===== src/rtl/cpu_ctrl_pkg.sv =====
// Shared encodings for the CPU control path: opcodes, function codes, ALU
// control codes, controller state and instruction class.
package cpu_ctrl_pkg;

    localparam logic [5:0] OP_RTYPE = 6'b000000;
    localparam logic [5:0] OP_ORI   = 6'b001101;
    localparam logic [5:0] OP_LW    = 6'b100011;
    localparam logic [5:0] OP_SW    = 6'b101011;
    localparam logic [5:0] OP_BEQ   = 6'b000100;

    localparam logic [5:0] FN_ADD = 6'b100000;
    localparam logic [5:0] FN_SUB = 6'b100010;

    localparam logic [2:0] ALU_ADD = 3'b001;
    localparam logic [2:0] ALU_SUB = 3'b011;
    localparam logic [2:0] ALU_ORI = 3'b010;
    localparam logic [2:0] ALU_LW  = 3'b110;
    localparam logic [2:0] ALU_SW  = 3'b111;
    localparam logic [2:0] ALU_BEQ = 3'b101;

    typedef enum logic [2:0] {
        StIf  = 3'd0,
        StId  = 3'd1,
        StEx  = 3'd2,
        StMem = 3'd3,
        StWb  = 3'd4
    } state_e;

    typedef enum logic [2:0] {
        ClsNone = 3'd0,
        ClsAdd  = 3'd1,
        ClsSub  = 3'd2,
        ClsOri  = 3'd3,
        ClsLw   = 3'd4,
        ClsSw   = 3'd5,
        ClsBeq  = 3'd6
    } insn_class_e;

    // ALU operation associated with an instruction class once it has been decoded.
    function automatic logic [2:0] alu_code(insn_class_e cls);
        logic [2:0] code;
        case (cls)
            ClsSub:  code = ALU_SUB;
            ClsOri:  code = ALU_ORI;
            ClsLw:   code = ALU_LW;
            ClsSw:   code = ALU_SW;
            ClsBeq:  code = ALU_BEQ;
            default: code = ALU_ADD;
        endcase
        return code;
    endfunction

endpackage


===== src/rtl/insn_decode.sv =====
// Combinational instruction classifier: op/funct -> instruction class, with
// an illegal flag for any encoding outside the supported set.
module insn_decode
    import cpu_ctrl_pkg::*;
(
    input  logic [5:0]  op,
    input  logic [5:0]  funct,
    output insn_class_e cls,
    output logic        illegal
);

    // Map the opcode (and funct for R-type) onto a class; unknown -> illegal.
    always_comb begin
        cls     = ClsNone;
        illegal = 1'b0;
        case (op)
            OP_RTYPE: begin
                if (funct == FN_ADD) begin
                    cls = ClsAdd;
                end else if (funct == FN_SUB) begin
                    cls = ClsSub;
                end else begin
                    illegal = 1'b1;
                end
            end
            OP_ORI:  cls = ClsOri;
            OP_LW:   cls = ClsLw;
            OP_SW:   cls = ClsSw;
            OP_BEQ:  cls = ClsBeq;
            default: illegal = 1'b1;
        endcase
    end

endmodule


===== src/rtl/multicycle_ctrl.sv =====
// Multi-cycle control FSM for the simple CPU datapath. Sequences IF/ID/EX/MEM/WB,
// decodes datapath strobes from state and latched class, and aborts a stalled
// memory access with a watchdog.
module multicycle_ctrl
    import cpu_ctrl_pkg::*;
#(
    parameter int unsigned MEM_TIMEOUT = 15,
    parameter int unsigned CW          = 4
) (
    input  logic       clk,
    input  logic       rst_n,
    input  logic [5:0] op,
    input  logic [5:0] funct,
    input  logic       zero,
    input  logic       carrier,
    input  logic       mem_ready,
    output logic [2:0] ALUctrl,
    output logic       alu_src_a,
    output logic [1:0] alu_src_b,
    output logic       ext_op,
    output logic       pc_src,
    output logic       pc_write,
    output logic       ir_write,
    output logic       mem_read,
    output logic       mem_write,
    output logic       reg_write,
    output logic       reg_dst,
    output logic       mem_to_reg,
    output logic       illegal,
    output logic       bus_err,
    output logic       carry_flag,
    output logic [2:0] state
);

    state_e      state_q, state_d;
    insn_class_e cls_q, cls_d;
    logic [CW-1:0] wait_q, wait_d;
    logic        carry_q, carry_d;

    insn_class_e dec_cls;
    logic        dec_illegal;
    logic        waiting;
    logic        timeout;

    insn_decode u_decode (
        .op      (op),
        .funct   (funct),
        .cls     (dec_cls),
        .illegal (dec_illegal)
    );

    // Watchdog: a memory access that has stalled MEM_TIMEOUT cycles is abandoned,
    // unless mem_ready arrives in that final cycle.
    always_comb begin
        waiting = ((state_q == StIf) || (state_q == StMem)) && !mem_ready;
        timeout = waiting && (wait_q == CW'(MEM_TIMEOUT - 1));
    end

    // Next state, class latch, carry capture and wait counter.
    always_comb begin
        state_d = state_q;
        cls_d   = cls_q;
        carry_d = carry_q;
        case (state_q)
            StIf: begin
                if (mem_ready) begin
                    state_d = StId;
                end
            end
            StId: begin
                cls_d   = dec_cls;
                state_d = dec_illegal ? StIf : StEx;
            end
            StEx: begin
                case (cls_q)
                    ClsAdd, ClsSub: begin
                        state_d = StWb;
                        carry_d = carrier;
                    end
                    ClsOri:        state_d = StWb;
                    ClsLw, ClsSw:  state_d = StMem;
                    default:       state_d = StIf;
                endcase
            end
            StMem: begin
                if (mem_ready) begin
                    state_d = (cls_q == ClsLw) ? StWb : StIf;
                end else if (timeout) begin
                    state_d = StIf;
                end
            end
            default: state_d = StIf;
        endcase

        // Counter restarts on any state change and after an abort that stays in IF.
        if ((state_d != state_q) || timeout) begin
            wait_d = '0;
        end else if (waiting) begin
            wait_d = wait_q + 1'b1;
        end else begin
            wait_d = wait_q;
        end
    end

    // Controller state register with asynchronous reset into IF.
    always_ff @(posedge clk or negedge rst_n) begin
        if (!rst_n) begin
            state_q <= StIf;
            cls_q   <= ClsNone;
            wait_q  <= '0;
            carry_q <= 1'b0;
        end else begin
            state_q <= state_d;
            cls_q   <= cls_d;
            wait_q  <= wait_d;
            carry_q <= carry_d;
        end
    end

    // Datapath strobes decoded from state and latched class.
    always_comb begin
        ALUctrl    = ALU_ADD;
        alu_src_a  = 1'b0;
        alu_src_b  = 2'b00;
        ext_op     = 1'b0;
        pc_src     = 1'b0;
        pc_write   = 1'b0;
        ir_write   = 1'b0;
        mem_read   = 1'b0;
        mem_write  = 1'b0;
        reg_write  = 1'b0;
        reg_dst    = 1'b0;
        mem_to_reg = 1'b0;
        illegal    = 1'b0;
        bus_err    = 1'b0;
        case (state_q)
            StIf: begin
                mem_read  = 1'b1;
                alu_src_b = 2'b01;
                ir_write  = mem_ready;
                pc_write  = mem_ready;
                bus_err   = timeout;
            end
            StId: begin
                // Branch target PC + (imm << 2) is computed speculatively here.
                alu_src_b = 2'b11;
                illegal   = dec_illegal;
            end
            StEx: begin
                ALUctrl   = alu_code(cls_q);
                alu_src_a = 1'b1;
                case (cls_q)
                    ClsOri: alu_src_b = 2'b10;
                    ClsLw, ClsSw: begin
                        alu_src_b = 2'b10;
                        ext_op    = 1'b1;
                    end
                    ClsBeq: begin
                        pc_src   = 1'b1;
                        pc_write = zero;
                    end
                    default: ;
                endcase
            end
            StMem: begin
                ALUctrl   = alu_code(cls_q);
                mem_read  = (cls_q == ClsLw);
                mem_write = (cls_q == ClsSw);
                bus_err   = timeout;
            end
            StWb: begin
                ALUctrl    = alu_code(cls_q);
                reg_write  = 1'b1;
                reg_dst    = (cls_q == ClsAdd) || (cls_q == ClsSub);
                mem_to_reg = (cls_q == ClsLw);
            end
            default: ;
        endcase
    end

    assign carry_flag = carry_q;
    assign state      = state_q;

endmodule


===== config.mk =====
export PLATFORM = sky130hd
export DESIGN_NAME = multicycle_ctrl
export DESIGN_NICKNAME = d
export VERILOG_FILES = /design/src/rtl/cpu_ctrl_pkg.sv /design/src/rtl/insn_decode.sv /design/src/rtl/multicycle_ctrl.sv
export SDC_FILE = /design/constraint.sdc
export NUM_CORES = 1
export LEC_CHECK = 0
export BUFFER_PORTS_ARGS = -buffer_cell sky130_fd_sc_hd__buf_2
export CAP_MARGIN = 30
export CORE_UTILIZATION = 30
export DETAILED_ROUTE_END_ITERATION = 8
export MAX_ROUTING_LAYER = met4
export PLACE_DENSITY = 0.56
export SYNTH_ARGS = -nofsm -noshare
export SYNTH_HDL_FRONTEND = slang
export SYNTH_SLANG_ARGS = --single-unit

===== constraint.sdc =====
create_clock -name clk -period 3.75 [get_ports clk]
set_input_delay 0.375 -clock clk [delete_from_list [all_inputs] [get_ports clk]]
set_output_delay 0.375 -clock clk [all_outputs]
set_load 0.05 [all_outputs]

==> summary.md, run 1 <==
| Metric | Value |
|---|---|
| Syn_nets | 123 |
| Number of global-route vias before repair | 760 |
| Cell breakdown of the critical path | nor2_1, and2_1, and4b_1, a31o_2, buf_2 |
| Fraction of layout cells with a size suffix above 1 | 31.7% |
| Slew at the pin closest to its max-slew limit | 0.477 ns |
| Post CTS Setup Buffer Count | 0 |
| Flops & latches, synth | 11 |
| Required @ worst endpoint | 3.38 ns |
| TritonCTS Buffers | 3 |
| Slew Viols, Final | 0 |
| P per Cell Area | 279 nW/um2 |
| Pre-CTS setup slack | 1.78 ns |
| Final Cell Area | 1050 um2 |
| Initial antenna violation count | 0 |
| Family with the most delay on the worst path | simple AND/OR/NAND/NOR gates |
| Die width | 54.0 um |
| Total wire length | 1.95 mm |
| Clock slew seen by the registers of the worst setup and hold paths | 0.07 ns |
| Worst path max stage delay | 0.51 ns |
| Lkg Pwr | 0.000516 uW |
| Routability cong. | 0.761 |
| Seq. cell area | 275 um2 |
| Asr flop ratio synth | 100% |
| Type of the worst min-delay path | in -> reg |
| First-pass GRT wire length | 3.15 mm |
| Io pins | 38 |
| Placed inst area | 1020 um2 |
| Max-cap violations | 0 |
| CP Data Arrival Time | 1.84 ns |
| GRT overflow | 0 |
| H-tree Lvls | 1 |
| Post-synth design cell area | 811 um2 |
| Synth cell types | 35 |
| Core area | 2520 um2 |
| Peak VDD IR | 0.141 mV |
| Port-buffer cells | 37 |
| Post_cts resized | 0 |
| Status | finished clean |
| Max-slew headroom | 67.9% |
| DR vias/cell | 5.15 |
| NumNets Final | 162 |
| Crit path launch type | flip-flop |
| FP Rows | 18 |
| Critical path's slowest cell | dfrtp_1 |
| Fmax achieved | 0.452 GHz |
| Post-synth top area share | 34.0% |
| Minimum clock period | 2.21 ns |
| Area of the multi-input gates | 503 um2 |
| Hold buffer count at CTS | 1 |
| First-pass DRT Iterations | 4 |
| Chip height | 54.0 um |
| Crit end category | output port |
| Main synth FF type | dfrtp_1 |
| Fin crit share | 59.0% |
| Final hold vios | 0 |
| Routed len/inst | 11.4 um |
| Fillers | 280 |
| GRT Total Usage | 15.1% |
| Final Util | 41.7% |
| Via Count | 886 |
| Final worst setup slack | 1.54 ns |
| Post-synth EDFFs | 0 |
| Clock root buffer | clkbuf_4 |
| ANT nets after route | 0 |
| Final Setup Violations | 0 |
| Residual DRC | 0 |
| Die area | 2910 um2 |
| Number of inserted diodes | 0 |
| Synthesis Warnings | 0 |
| Sequential share of the synthesized area | 34.0% |
| Drt initial violations | 7 |
| Avg Inst Size Synth | 7.80 um2 |
| Worst Path Buf+Inv | 1 |
| Final setup TNS | 0 ns |
| Clock buffer depth | 2 |
| Dpl hpwl | 1.53 mm |
| RSZ-0062 raised after global routing | false |
| Top post-synthesis cells by area | dfrtp_1 34%, nor2_1 7.4%, nand2_1 5.6% |
| Crit path kind | reg -> out |
| Setup Skew | 0.00115 ns |
| Synth area leader | dfrtp_1 |
| Worst-path maximum fanout | 13 |
| Clock Latency Late Sink | 0.26 ns |
| CTS tree | done |
| Syn Inst Count | 104 |
| Largest net degree at the start of global routing | 14 |
| Starting Density | 32.1% |
| Clock sink count | 11 |
| Area grow syn2layout | 29.8% |
[per-stage QoR]
step,power [uW],std cells,hold slack (ns)
after floorplan,189,104,0.0794
after global placement,215,167,0.261
after detailed placement,217,167,0.262
after CTS,299,172,0.339
after global routing,315,172,0.349
final,293,172,0.344
[synth_stat cells (2+ instances only)]
cell,n
xnor2_1,3
nand2b_1,3
ha_1,2
nor3_1,5
and2_1,2
o31ai_1,2
nand3_1,6
nor2b_1,3
nand2_1,12
a31oi_1,3
a21oi_1,4
clkbuf_1,2
inv_1,4
xor2_1,2
a22o_1,2
o21ai_0,2
dfrtp_1,11
nor2_1,16
nor4_1,4
[cell usage in the layout, fill, tap and decap left out, types with 3 or more instances in the layout]
cell,count
buf_2,37
nor2_1,16
nand2_1,12
dfrtp_1,11
nand3_1,6
nor3_1,5
a21oi_1,4
inv_1,4
nor4_1,4
nand2b_1,3
xnor2_1,3
nor2b_1,3
a31oi_1,3
clkbuf_4,3
[final timing paths]
path / slack, ns / cells after the start / startpoint / endpoint
setup / recovery: 1.54 / 5 / state[0] / pc_write
min in group asynchronous: 0.51 / 2 / rst_n / wait_q[3]
hold reg to reg: 0.49 / 1 / wait_q[0] / wait_q[0]
setup reg to reg: 2.33 / 4 / state[0] / carry_flag
hold / removal: 0.34 / 2 / carrier / carry_flag
max in group asynchronous: 3.04 / 2 / rst_n / cls_q[2]
[worst reg2reg max path, cell delays in order, from the launching register on]
cell     delay, ns
dfrtp_1       0.57
nor2_1        0.10
and2_1        0.22
nand2_1       0.09
mux2_2        0.33
[metal layers]
metal / wire length [um] / vias up / GRT usage (%)
li1: - / 446 / -
met1: 960 / 404 / 18.5
met2: 847 / 34 / 24.7
met3: 124 / 2 / 0.847
met4: 19 / 0 / 7.69
met5: 0 / - / -
[area by class of cell]
| type | instances | area share (%) |
|---|---|---|
| multi-input cells | 85 | 47.8 |
| flip-flops and latches | 11 | 26.2 |
| repair buffers | 38 | 18.5 |
| well taps | 30 | 3.57 |
| clock buffers | 4 | 2.50 |
| inverters | 4 | 1.43 |
[logic make-up (layout without fill, tap and decap cells)]
family                     Yosys count  after routing  share of synthesized area [%]
and+or+nand+nor                     58             58                           36.1
AOI/OAI and AO/OA                   19             19                           16.1
DFF                                 11             11                           34.0
buffers and inverters                8             46                           4.01
xor gates and xnor gates             5              5                           5.40
adders and majority gates            2              2                           3.09
muxes                                1              1                           1.39
[flip-flops by register name (all words and copies together) (netlist names)]
signal      flops
carry_flag      1
cls_q           3
state           3
wait_q          4
[power by group]
part	total (uW)	leakage [uW]	internal, uW	switching [uW]
Sequential	132	0.000148	123	8.42
Combinational	83.1	0.000353	25.3	57.8
Clock	78.1	0.0000150	41.1	37.1
Note: power is estimated with default switching activity, not from simulation.
==> inputs of run 2 (changes only) <==
- ABC_AREA: default -> 1
- PLACE_DENSITY: 0.56 -> 0.57
- clock period: 3.75 -> 1.87 ns (I/O delays scaled with it)
==> run 2 against run 1 <==
Effect of this change:
- hold slack worse by 0.20 ns
- first-iteration DRC count rose by 29%
- area after synthesis is 6.0% higher
- synthesized cell count rose by 29%
- non-clock buffer count rose by 2
- critical endpoint is now ALUctrl[2]
==> summary.md, run 2 <==
| Metric | Value |
|---|---|
| Asr flop ratio synth | 100% (unchanged) |
| Synthesis Warnings | 0 (unchanged) |
| Starting Density | 31.4% (was 32.1%) |
| Clock root buffer | clkbuf_4 (unchanged) |
| P per Cell Area | 567 nW/um2 (was 279 nW/um2) |
| Lkg Pwr | 0.000665 uW (was 0.000516 uW) |
| GRT Total Usage | 15.7% (was 15.1%) |
| Clock sink count | 11 (unchanged) |
| Syn Inst Count | 134 (was 104) |
| Flops & latches, synth | 11 (unchanged) |
| Worst-path maximum fanout | 5 (was 13) |
| Core area | 2730 um2 (was 2520 um2) |
| Area grow syn2layout | 44.1% (was 29.8%) |
| Final hold slack | 0.142 ns (was 0.344 ns) |
| H-tree Lvls | 1 (unchanged) |
| Max-cap violations | 0 (unchanged) |
| First-pass DRT Iterations | 4 (unchanged) |
| Synth area leader | dfrtp_1 (unchanged) |
| End of the worst register-to-register path | wait_q[0] (was carry_flag) |
| Number of global-route vias before repair | 918 (was 760) |
| Synth cell types | 21 (was 35) |
| Crit end category | output port (unchanged) |
| Placed cells | 203 (was 167) |
| Number of inserted diodes | 0 (unchanged) |
| Crit path kind | reg -> out (unchanged) |
| Critical Path Sink | ALUctrl[2] (was pc_write) |
| Required @ worst endpoint | 1.68 ns (was 3.38 ns) |
| First-pass GRT wire length | 3.77 mm (was 3.15 mm) |
| Slew Viols, Final | 0 (unchanged) |
| TritonCTS Buffers | 3 (unchanged) |
| Residual DRC | 0 (unchanged) |
| Max-slew headroom | 82.4% (was 67.9%) |
| Die area | 3080 um2 (was 2910 um2) |
| R2r setup slk | 0.35 ns (was 2.33 ns) |
| Crit path from | state[1] (was state[0]) |
| Metal1 wirelength | 993 um (was 960 um) |
| Placed inst area | 1170 um2 (was 1020 um2) |
| FP Rows | 19 (was 18) |
| Worst reg2reg path startpoint | state[1] (was state[0]) |
| Slew at the pin closest to its max-slew limit | 0.265 ns (was 0.477 ns) |
| Post-synth top area share | 32.0% (was 34.0%) |
| Biggest register | wait_q (unchanged) |
| Clock slew seen by the registers of the worst setup and hold paths | 0.07 ns (about the same) |
| Setup Skew | 0.00422 ns (was 0.00115 ns) |
| Syn_nets | 153 (was 123) |
| Most frequent cells in the layout | 33 x buf_2, 28 x nand2_1, 23 x nor2_1, 20 x inv_1 (was 37 x buf_2, 16 x nor2_1, 12 x nand2_1, 11 x dfrtp_1, 6 x nand3_1) |
| Crit path launch type | flip-flop (unchanged) |
| NumNets Final | 198 (was 162) |
| Top layer in use | met4 (unchanged) |
| DR WL met2 | 927 um (was 847 um) |
| Largest net degree at the start of global routing | 12 (was 14) |
| GRT overflow | 0 (unchanged) |
| Clock buffer depth | 2 (unchanged) |
| Routed wl met3 | 117 um (was 124 um) |
| RSZ-0062 raised after global routing | false (unchanged) |
| Final Setup Violations | 0 (unchanged) |
| CP Data Arrival Time | 1.59 ns (was 1.84 ns) |
| Register-to-Register Path Depth | 9 (was 4) |
| Dpl hpwl | 1.77 mm (was 1.53 mm) |
| Final setup TNS | 0 ns (unchanged) |
| Final Non-Filler Cells | 209 (was 172) |
| Routed len/inst | 9.97 um (was 11.4 um) |
| Port-buffer cells | 37 (unchanged) |
| Fmax achieved | 0.561 GHz |
| Clock Latency Late Sink | 0.27 ns (was 0.26 ns) |
| Via Count | 955 (was 886) |
| Total wire length | 2.08 mm (was 1.95 mm) |
| Sequential share of the synthesized area | 32.0% (was 34.0%) |
| Max reg flops | 4 (unchanged) |
| Post-synth EDFFs | 0 (unchanged) |
| Most common cell after layout, fill and taps aside | buf_2 (unchanged) |
| Synth cell count leaders | 28 x nand2_1, 26 x nor2_1, 24 x inv_1 (was 16 x nor2_1, 12 x nand2_1, 11 x dfrtp_1) |
| CTS tree | done (unchanged) |
| Minimum clock period | 1.78 ns |
| DR vias/cell | 4.57 (was 5.15) |
| Peak VDD IR | 0.271 mV (was 0.141 mV) |
| Initial antenna violation count | 0 (unchanged) |
| Fin crit share | 95.3% |
| Fraction of layout cells with a size suffix above 1 | 40.4% (was 31.7%) |
| Drt initial violations | 9 (was 7) |
| Die width | 55.5 um (was 54.0 um) |
| Routability cong. | 0.847 (was 0.761) |
| Main synth FF type | dfrtp_1 (unchanged) |
| Post-synth design cell area | 860 um2 (was 811 um2) |
| Avg Inst Size Synth | 6.41 um2 (was 7.80 um2) |
| Type of the worst min-delay path | in -> reg (unchanged) |
| Final Cell Area | 1240 um2 (was 1050 um2) |
| Most numerous cell in the Yosys netlist | nand2_1 (was nor2_1) |
| Chip height | 55.5 um (was 54.0 um) |
| Final hold vios | 0 (unchanged) |
| Status | finished clean (unchanged) |
| Top post-synthesis cells by area | dfrtp_1 32%, nand2_1 12%, nor2_1 11% (was dfrtp_1 34%, nor2_1 7.4%, nand2_1 5.6%) |
| Io pins | 38 (unchanged) |
| ANT nets after route | 0 (unchanged) |
==> run 2: cell families after synthesis <==
group,share of synthesized area [%]
AND/OR/NAND/NOR,43.5
buffers and inverters,10.9
AO/OA/AOI/OAI,7.28
flip-flops,32.0
XOR/XNOR,2.04
adder cells (fa/ha/maj),2.91
multiplexers,1.31
==> run 2: cell type report <==
type                            instances  area, um2
Multi-Input combinational cell         98        561
Sequential cell                        11        282
Inverter                               25        103
Clock inverter                          1       5.00
Timing Repair Buffer                   40        228
Clock buffer                            3       22.5
Tap cell                               31       38.8
Fill cell                             289       1500
==> run 2: worst max-delay path, cell delays in order, from the launching register on <==
cell and delay, ns:
dfrtp_4 0.52, nor2_2 0.13, inv_1 0.08, nor2_4 0.12, inv_2 0.07, nand2_1 0.08, nand2_1 0.05, inv_1 0.04
buf_2 0.24
==> run 2: routing by layer <==
layer,vias to the layer above,GRT usage (%)
li1,504,-
met1,408,19.8
met2,39,24.4
met3,4,1.87
met4,0,8.57
met5,-,-
==> run 2: through the flow <==
step	setup WS (ns)	utilization, %	total power, uW
after detailed placement	0.223	42.7	544
final	0.0887	45.3	702
after global placement	0.278	42.7	541
after floorplan	-0.152	-	473
after global routing	0.00100	45.3	755
after CTS	0.0105	44.3	713
==> run 2: timing repair <==
action | 4_1_cts | 5_1_grt
setup endpoints to repair | 2 | 5
gates resized for setup | 3 | 6
endpoints found under the hold margin | 11 | 0
setup buffers | 0 | 1
hold buffers | 1 | 0
==> run 2: report_power, final <==
group          switching (uW)  leakage (uW)  internal, uW
clock                    79.4     0.0000177          79.2
combinational             169      0.000503          80.5
sequential               28.8      0.000144           265
total                     278      0.000665           425
==> run 2: worst min-delay path by stage <==
stage | start | to | slack (ns) | depth (start not counted)
final | carrier | carry_flag | 0.14 | 2
after global routing | carrier | carry_flag | 0.15 | 2
after CTS | carrier | carry_flag | 0.14 | 2
after detailed placement | rst_n | wait_q[2] | 0.07 | 1
after global placement | rst_n | wait_q[1] | 0.07 | 1
after floorplan | rst_n | carry_flag | -0.11 | 0
==> inputs of run 3 (changes only) <==
- ABC_CLOCK_PERIOD_IN_PS: default -> 1870
- MAX_ROUTING_LAYER: met4 -> default
- SLEW_MARGIN: default -> 20
==> run 3 against run 2 <==
Effect of this change:
- final cell count stayed put
- global-route usage is 0.43 points lower
- final area stayed put
- via count stayed put
- largest cell class unchanged
- wire length stayed put
- flip-flop and latch count stayed put
==> summary.md, run 3 (synthesis gave the netlist of run 2 again) <==
| Metric | Value |
|---|---|
| Crit path launch type | flip-flop (unchanged) |
| RSZ-0062 raised after global routing | false (unchanged) |
| Chip height | 55.5 um (unchanged) |
| Critical Path Sink | ALUctrl[2] (unchanged) |
| Via Count | 955 (unchanged) |
| Type of the worst min-delay path | in -> reg (unchanged) |
| Drt initial violations | 9 (unchanged) |
| Worst reg2reg path startpoint | state[1] (unchanged) |
| Core area | 2730 um2 (unchanged) |
| Total wire length | 2.08 mm (unchanged) |
| Residual DRC | 0 (unchanged) |
| Dpl hpwl | 1.77 mm (unchanged) |
| Worst-path maximum fanout | 5 (unchanged) |
| Area grow syn2layout | 44.1% (unchanged) |
| Clock root buffer | clkbuf_4 (unchanged) |
| Clock buffer depth | 2 (unchanged) |
| Fraction of layout cells with a size suffix above 1 | 40.4% (unchanged) |
| Biggest register | wait_q (unchanged) |
| Largest net degree at the start of global routing | 12 (unchanged) |
| FP Rows | 19 (unchanged) |
| Area of the multi-input gates | 561 um2 (unchanged) |
| Crit path from | state[1] (unchanged) |
| TritonCTS Buffers | 3 (unchanged) |
| Fin crit share | 95.3% (unchanged) |
| Io pins | 38 (unchanged) |
| Most frequent cells in the layout | 33 x buf_2, 28 x nand2_1, 23 x nor2_1, 20 x inv_1 (unchanged) |
| GRT Total Usage | 15.2% (was 15.7%) |
| Die width | 55.5 um (unchanged) |
| Final worst setup slack | 0.0887 ns (unchanged) |
| Starting Density | 31.4% (unchanged) |
| P per Cell Area | 567 nW/um2 (about the same) |
| Routability cong. | 0.834 (was 0.847) |
| DR vias/cell | 4.57 (unchanged) |
| Clock slew seen by the registers of the worst setup and hold paths | 0.07 ns (about the same) |
| Setup Skew | 0.00422 ns (unchanged) |
| Die area | 3080 um2 (unchanged) |
| Number of global-route vias before repair | 918 (unchanged) |
| Port-buffer cells | 37 (unchanged) |
| Final hold slack | 0.142 ns (unchanged) |
| First-pass DRT Iterations | 4 (unchanged) |
| Slew Viols, Final | 0 (unchanged) |
| Clock Latency Late Sink | 0.27 ns (about the same) |
| GRT overflow | 0 (unchanged) |
| H-tree Lvls | 1 (unchanged) |
| Number of inserted diodes | 0 (unchanged) |
| Max-cap violations | 0 (unchanged) |
| Routed len/inst | 9.97 um (unchanged) |
| Fillers | 289 (unchanged) |
| Final hold vios | 0 (unchanged) |
| Pre-CTS setup slack | 0.223 ns (unchanged) |
| ANT nets after route | 0 (unchanged) |
| Required @ worst endpoint | 1.68 ns (about the same) |
| Lkg Pwr | 0.000665 uW (unchanged) |
| CP Data Arrival Time | 1.59 ns (about the same) |
| NumNets Final | 198 (unchanged) |
| Slew at the pin closest to its max-slew limit | 0.265 ns (unchanged) |
| Most common cell after layout, fill and taps aside | buf_2 (unchanged) |
| Minimum clock period | 1.78 ns (unchanged) |
| Max reg flops | 4 (unchanged) |
| Register-to-Register Path Depth | 9 (unchanged) |
| Peak VDD IR | 0.271 mV (about the same) |
| CTS tree | done (unchanged) |
| Tot Pwr | 702 uW (about the same) |
| Status | finished clean (unchanged) |
| Final Setup Violations | 0 (unchanged) |
| Max-slew headroom | 82.4% (unchanged) |
| Seq. cell area | 282 um2 (unchanged) |
| Crit path kind | reg -> out (unchanged) |
| Clock sink count | 11 (unchanged) |
| Initial antenna violation count | 0 (unchanged) |
| Crit end category | output port (unchanged) |
| First-pass GRT wire length | 3.77 mm (unchanged) |
| R2r setup slk | 0.35 ns (about the same) |
| End of the worst register-to-register path | wait_q[0] (unchanged) |
| Fmax achieved | 0.561 GHz (unchanged) |
[run 3: cell counts in the layout (fill, tap and decap cells not counted)]
Identical to the previous run, type by type.
[run 3: how the worst min path moves through the flow]
stage                        from          to  depth (start not counted)
after global placement      rst_n   wait_q[1]                          1
after CTS                 carrier  carry_flag                          2
after global routing      carrier  carry_flag                          2
after detailed placement    rst_n   wait_q[2]                          1
final                     carrier  carry_flag                          2
after floorplan             rst_n  carry_flag                          0
[run 3: cell type report]
| cell class | instances | share of cell area [%] |
|---|---|---|
| Multi-Input combinational cell | 98 | 45.3 |
| Sequential cell | 11 | 22.7 |
| Timing Repair Buffer | 40 | 18.4 |
| Inverter | 25 | 8.28 |
| Tap cell | 31 | 3.13 |
| Clock buffer | 3 | 1.82 |
| Clock inverter | 1 | 0.404 |
[run 3: worst max-delay path: stages (launching register included)]
cell,delay [ns]
dfrtp_4,0.52
nor2_2,0.13
inv_1,0.08
nor2_4,0.12
inv_2,0.07
nand2_1,0.08
nand2_1,0.05
inv_1,0.04
buf_2,0.24
[run 3: metal layers]
layer	share of wire, %	up-vias	GRT usage, %
li1	-	504	-
met1	47	408	19.3
met2	45	39	24.4
met3	6.4	4	2.58
met4	2.1	0	8.57
met5	0	-	0
[run 3: timing repair]
action / in CTS / in global routing
gates resized for setup: 3 / 6
setup buffers: 0 / 1
endpoints found under the hold margin: 11 / 0
hold buffers: 1 / 0
gates cloned: 0 / 0
pin swaps: 0 / 0
endpoints found under the setup margin: 2 / 5
[run 3: where the power goes]
part | internal, uW | leakage (uW) | total [uW] | switching, uW
clock | 79.2 | 0.0000177 | 159 | 79.4
sequential | 265 | 0.000144 | 294 | 28.8
combinational | 80.5 | 0.000503 | 250 | 169
total | 425 | 0.000665 | 702 | 277
[run 3: stage by stage]
stage	utilization [%]	cell area [um2]	setup TNS, ns	instances
2_1_floorplan	-	935	-0.210	134
3_3_place_gp	42.7	1170	0	203
3_5_place_dp	42.7	1170	0	203
4_1_cts	44.3	1210	0	208
5_1_grt	45.3	1240	0	209
6_report	45.3	1240	0	209
